## src/rtl/instr_fetch_stage.sv

```systemverilog
// instr_fetch_stage: pipeline IF stage. Owns the PC, drives the instruction
// memory word address and registers the returned word into IF/ID.
// Handles redirect > flush > stall > normal at each rising edge.
// Optional build macro FETCH_RANGE_TRAP_EN adds a sticky fetch_fault output
// that halts fetch when the PC leaves the instruction window.
module instr_fetch_stage #(
  parameter logic [31:0] IMEM_BASE  = 32'h0040_0000,
  parameter int unsigned IMEM_WORDS = 24
) (
  input  logic        clk,
  input  logic        reset,
  input  logic        stall,
  input  logic        flush,
  input  logic        redirect_valid,
  input  logic [31:0] redirect_pc,
  output logic [31:0] imem_addr,
  input  logic [31:0] imem_data,
  output logic [31:0] ifid_pc,
  output logic [31:0] ifid_pc_plus4,
  output logic [31:0] ifid_instr,
  output logic        ifid_valid,
`ifdef FETCH_RANGE_TRAP_EN
  output logic        fetch_fault,
`endif
  output logic [31:0] fetch_count
);

  localparam int unsigned XLEN = 32;
  localparam logic [XLEN-1:0] PC_STEP    = XLEN'(4);
  localparam logic [XLEN-1:0] CNT_STEP   = XLEN'(1);
  localparam logic [XLEN-1:0] NOP_WORD   = XLEN'(0);
  localparam logic [XLEN-1:0] IMEM_LIMIT = IMEM_BASE + XLEN'(4 * IMEM_WORDS);

  logic [XLEN-1:0] pc_q;
  logic [XLEN-1:0] pc_d;
  logic [XLEN-1:0] pc_plus4;
  logic [XLEN-1:0] fetch_word;
  logic            in_window;

  logic [XLEN-1:0] ifid_pc_d;
  logic [XLEN-1:0] ifid_pc_plus4_d;
  logic [XLEN-1:0] ifid_instr_d;
  logic            ifid_valid_d;
  logic [XLEN-1:0] fetch_count_d;
`ifdef FETCH_RANGE_TRAP_EN
  logic            fetch_fault_d;
`endif

  // The only combinational path to an output: the PC is the read address.
  assign imem_addr = pc_q;

  // Window test and the word that would enter IF/ID on a normal fetch.
  // Words outside the window always enter as a NOP, whatever memory aliases.
  always_comb begin
    pc_plus4   = pc_q + PC_STEP;
    in_window  = (pc_q >= IMEM_BASE) && (pc_q < IMEM_LIMIT);
    fetch_word = in_window ? imem_data : NOP_WORD;
  end

  // Next-state selection: redirect > (trap) > flush > stall > normal.
  always_comb begin
    pc_d            = pc_q;
    ifid_pc_d       = ifid_pc;
    ifid_pc_plus4_d = ifid_pc_plus4;
    ifid_instr_d    = ifid_instr;
    ifid_valid_d    = ifid_valid;
    fetch_count_d   = fetch_count;
`ifdef FETCH_RANGE_TRAP_EN
    fetch_fault_d   = fetch_fault;
`endif

    if (redirect_valid) begin
      // Target is forced word aligned; IF/ID is squashed.
      pc_d            = {redirect_pc[XLEN-1:2], 2'b00};
      ifid_pc_d       = '0;
      ifid_pc_plus4_d = '0;
      ifid_instr_d    = '0;
      ifid_valid_d    = 1'b0;
`ifdef FETCH_RANGE_TRAP_EN
    end else if (!in_window && fetch_fault) begin
      // Halted outside the window: only reset or a redirect gets us out.
      pc_d = pc_q;
    end else if (!in_window && (flush || !stall)) begin
      // First fetch attempt outside the window: trap, hold PC, bubble.
      fetch_fault_d   = 1'b1;
      ifid_pc_d       = '0;
      ifid_pc_plus4_d = '0;
      ifid_instr_d    = '0;
      ifid_valid_d    = 1'b0;
`endif
    end else if (flush) begin
      // Squash IF/ID; the PC still advances unless stalled.
      ifid_pc_d       = '0;
      ifid_pc_plus4_d = '0;
      ifid_instr_d    = '0;
      ifid_valid_d    = 1'b0;
      if (!stall) begin
        pc_d = pc_plus4;
      end
    end else if (!stall) begin
      // Normal fetch: capture the word, advance the PC, count it.
      pc_d            = pc_plus4;
      ifid_pc_d       = pc_q;
      ifid_pc_plus4_d = pc_plus4;
      ifid_instr_d    = fetch_word;
      ifid_valid_d    = 1'b1;
      fetch_count_d   = fetch_count + CNT_STEP;
    end
  end

  // PC and IF/ID pipeline register with asynchronous reset.
  always_ff @(posedge clk or posedge reset) begin
    if (reset) begin
      pc_q          <= IMEM_BASE;
      ifid_pc       <= '0;
      ifid_pc_plus4 <= '0;
      ifid_instr    <= '0;
      ifid_valid    <= 1'b0;
      fetch_count   <= '0;
    end else begin
      pc_q          <= pc_d;
      ifid_pc       <= ifid_pc_d;
      ifid_pc_plus4 <= ifid_pc_plus4_d;
      ifid_instr    <= ifid_instr_d;
      ifid_valid    <= ifid_valid_d;
      fetch_count   <= fetch_count_d;
    end
  end

`ifdef FETCH_RANGE_TRAP_EN
  // Sticky fetch fault flag, cleared only by reset.
  always_ff @(posedge clk or posedge reset) begin
    if (reset) begin
      fetch_fault <= 1'b0;
    end else begin
      fetch_fault <= fetch_fault_d;
    end
  end
`endif

endmodule
```

## config.mk

```make
export PLATFORM = sky130hd
export DESIGN_NAME = instr_fetch_stage
export DESIGN_NICKNAME = d
export VERILOG_FILES = /design/src/rtl/instr_fetch_stage.sv
export SDC_FILE = /design/constraint.sdc
export NUM_CORES = 1
export LEC_CHECK = 0
export ABC_AREA = 1
export BUFFER_PORTS_ARGS = -buffer_cell sky130_fd_sc_hd__clkbuf_2
export CAP_MARGIN = 10
export CORE_ASPECT_RATIO = 1.1
export CORE_MARGIN = 3
export CORE_UTILIZATION = 40
export CTS_CLUSTER_SIZE = 10
export DETAILED_ROUTE_END_ITERATION = 16
export PLACE_DENSITY_LB_ADDON = 0.08
export SYNTH_ARGS = -nofsm -noshare
export SYNTH_HDL_FRONTEND = slang
export SYNTH_SLANG_ARGS = --single-unit
```

## constraint.sdc

```tcl
create_clock -name clk -period 8.3 [get_ports clk]
set_clock_uncertainty 0.2 [all_clocks]
set_input_delay 0.83 -clock clk [delete_from_list [all_inputs] [get_ports clk]]
set_output_delay 0.83 -clock clk [all_outputs]
set_load 0.03 [all_outputs]
```

==> flow_metrics.env <==
export IMPL_status="completed"
export IMPL_worstPathArrival_ps=2940
export IMPL_area_delta_synth_final_pct=23.1
export IMPL_ctsHoldBuffers=0
export IMPL_grt_pass1_wl_um=39500
export IMPL_cp_slowest_stage_delay_ps=580
export IMPL_post_cts_resized=0
export IMPL_synth_seq_area_share_pct=48.1
export IMPL_slowest_stage="inv_2"
export IMPL_finalHoldViolCount=0
export IMPL_drv_slew=0
export IMPL_clk_pin_slew_worst_paths_ps=60
export IMPL_cap_viol_max_count=0
export IMPL_ys_warn_count=0
export IMPL_slew_headroom_pct=39.6
export IMPL_crit_cells=11
export IMPL_critPathBufInv=4
export IMPL_final_antenna_net_count=0
export IMPL_synth_seq_cells=156
export IMPL_cts_sinks=156
export IMPL_fin_crit_sh_pct=34.0
export IMPL_antenna_found_initial=0
export IMPL_dp_hpwl_um=17500
export IMPL_p_leak_nw=5.32
export IMPL_reg2reg_depth=8
export IMPL_cp_max_fo=43
export IMPL_synth_edff_count=0
export IMPL_dpl_instance_area_mm2=0.00940
export IMPL_postCtsSetupBuffers=0
export IMPL_die_y_um=155
export IMPL_synthArstFlopShare_pct=100
export IMPL_design_die_area_mm2=0.0220
export IMPL_die_x_um=142
export IMPL_ys_flop_type="dfrtp_1"
export IMPL_tightestPinTransition_ps=906
export IMPL_setup_viol_count_final=0
export IMPL_hold_path_class="flip-flop to flip-flop"
export IMPL_avgSynthCellArea_um2=7.55
export IMPL_core_area_mm2=0.0199
export IMPL_cp_cell_sequence="clkbuf_2, buf_4, nor2_4, nand2_2, inv_2, buf_4, nand2_4, nor2_8, nand2_1, nand2_1, nand2_1"
export IMPL_cpMostUsedCell="nand2_1"
export IMPL_fin_area_mm2=0.00999
export IMPL_drcViolationCount=0
export IMPL_grt_ovfl_total=0
export IMPL_cp_top_family="buffers and inverters"
export IMPL_place_congestion=0.872
export IMPL_num_vias=7524
export IMPL_cp_required_ps=8420
export IMPL_syn_area_mm2=0.00812
export IMPL_ys_types=33
export IMPL_netlist_instances=1076
export IMPL_rsz0062_at_grt="no"
export IMPL_grt_max_degree=100
export IMPL_powerDensity_mw_per_mm2=193
export IMPL_utilization_pct=50.3
export IMPL_grt_pass1_vias=7491
export IMPL_rows=54
export IMPL_n_antenna_cell=0
export IMPL_clk_latency_ps=430
export IMPL_clock_fmax_ghz=0.355
export IMPL_ir_drop_mv=0.150
export IMPL_vias_per_cell=4.85
export IMPL_cts_root_buf="clkbuf_16"
export IMPL_io_pins=230
export IMPL_setup_tns_ps=0
export IMPL_grt_usage_pct=22.5
export IMPL_port_buffers=225
export IMPL_cts_tree="yes"
export IMPL_whs_ps=281
export IMPL_start_util_pct=40.9
export IMPL_start_kind="input pin"
export IMPL_numCtsBuffers=17
export IMPL_drt_initial_drc_count=472
export IMPL_hold_path_depth=2
export IMPL_path_class="input pin to flip-flop"
export IMPL_nets=1358
export IMPL_final_cell_mix="nand2_1, clkbuf_2, dfrtp_1"
export IMPL_total_power_w=0.00193
export IMPL_min_period_ps=2820
export IMPL_clock_path_buffers=2
export IMPL_r2r_slack_ps=6210
export IMPL_crit_path_end_kind="flip-flop"
export IMPL_wirelength_um=24300
export IMPL_drtPass1Iterations=6
export IMPL_final_common_cell="nand2_1"
export IMPL_htreeDepth=4
export IMPL_drive_gt1_share_pct=23.3
export IMPL_wire_per_inst_um=15.7
## logic make-up (layout without fill, tap and decap cells)
logic type | count (synthesis) | after routing | share of synthesized area [%]
AND/OR/NAND/NOR | 703 | 703 | 38.0
flip-flops | 156 | 156 | 48.1
buffers and inverters | 125 | 347 | 6.70
AO/OA/AOI/OAI | 71 | 71 | 4.72
XOR/XNOR | 17 | 17 | 2.02
adder cells (fa/ha/maj) | 3 | 3 | 0.462
other | 1 | 2 | 0.0462
## worst paths after layout
path,from,end
worst max-delay path,redirect_valid,fetch_count[15]
worst min-delay path,ifid_instr[20],ifid_instr[20]
worst max register to register,imem_addr[3],imem_addr[10]
worst min register to register,ifid_instr[20],ifid_instr[20]
max in group asynchronous,reset,ifid_pc_plus4[12]
min in group asynchronous,reset,ifid_instr[18]
## stage by stage
step / instances / setup slack (ps)
global route: 1551 / 5280
detailed placement: 1519 / 5000
CTS: 1551 / 5470
finish: 1551 / 5480
floorplan: 1077 / 3070
global placement: 1519 / 5020
## worst register-to-register path, cell delays in order, from the launching register on
cell,delay (ps)
dfrtp_1,430
ha_1,350
nand2_2,120
nor2_2,220
nand2_1,180
inv_1,190
nand2_1,70
nand3_1,100
o211ai_1,90
## cells in the mapped netlist, types with 6 or more instances
library cell	instances	share of area [%]
a21oi_1	10	0.62
buf_2	21	1.3
clkbuf_1	11	0.51
dfrtp_1	155	48
inv_1	80	3.7
nand2_1	465	21
nand3_1	79	4.9
nand3b_1	34	3.1
nand4_1	7	0.54
nor2_1	86	4.0
nor2_2	9	0.69
nor2_4	6	0.83
o211ai_1	11	1.0
o21ai_0	49	3.0
xor2_1	10	1.1
## state kept, by name, summed over array words and instances, names as in the netlist
name           flops
ifid_pc_plus4     30
fetch_count       32
ifid_pc           31
imem_addr         30
ifid_valid         1
ifid_instr        32
## cell type report
| type | count | area [um2] |
|---|---|---|
| fillers | 2079 | 9870 |
| clock inverters | 12 | 126 |
| clock buffers | 20 | 467 |
| repair buffers | 233 | 1190 |
| flip-flops and latches | 156 | 3910 |
| inverters | 82 | 313 |
| multi-input cells | 796 | 3680 |
| well taps | 252 | 315 |
## metal layers
layer / global-route usage, % / share of wire (%)
met2: 36.9 / 48
met3: 5.13 / 5.8
met4: 6.54 / 2.0
met5: 0 / 0
met1: 30.0 / 45
## report_power, final
part           switching, W  internal, W
clock network      0.000347     0.000445
registers         0.0000468     0.000797
logic              0.000215    0.0000769
total              0.000609      0.00132
No activity file was read; power rests on OpenSTA's default activity.
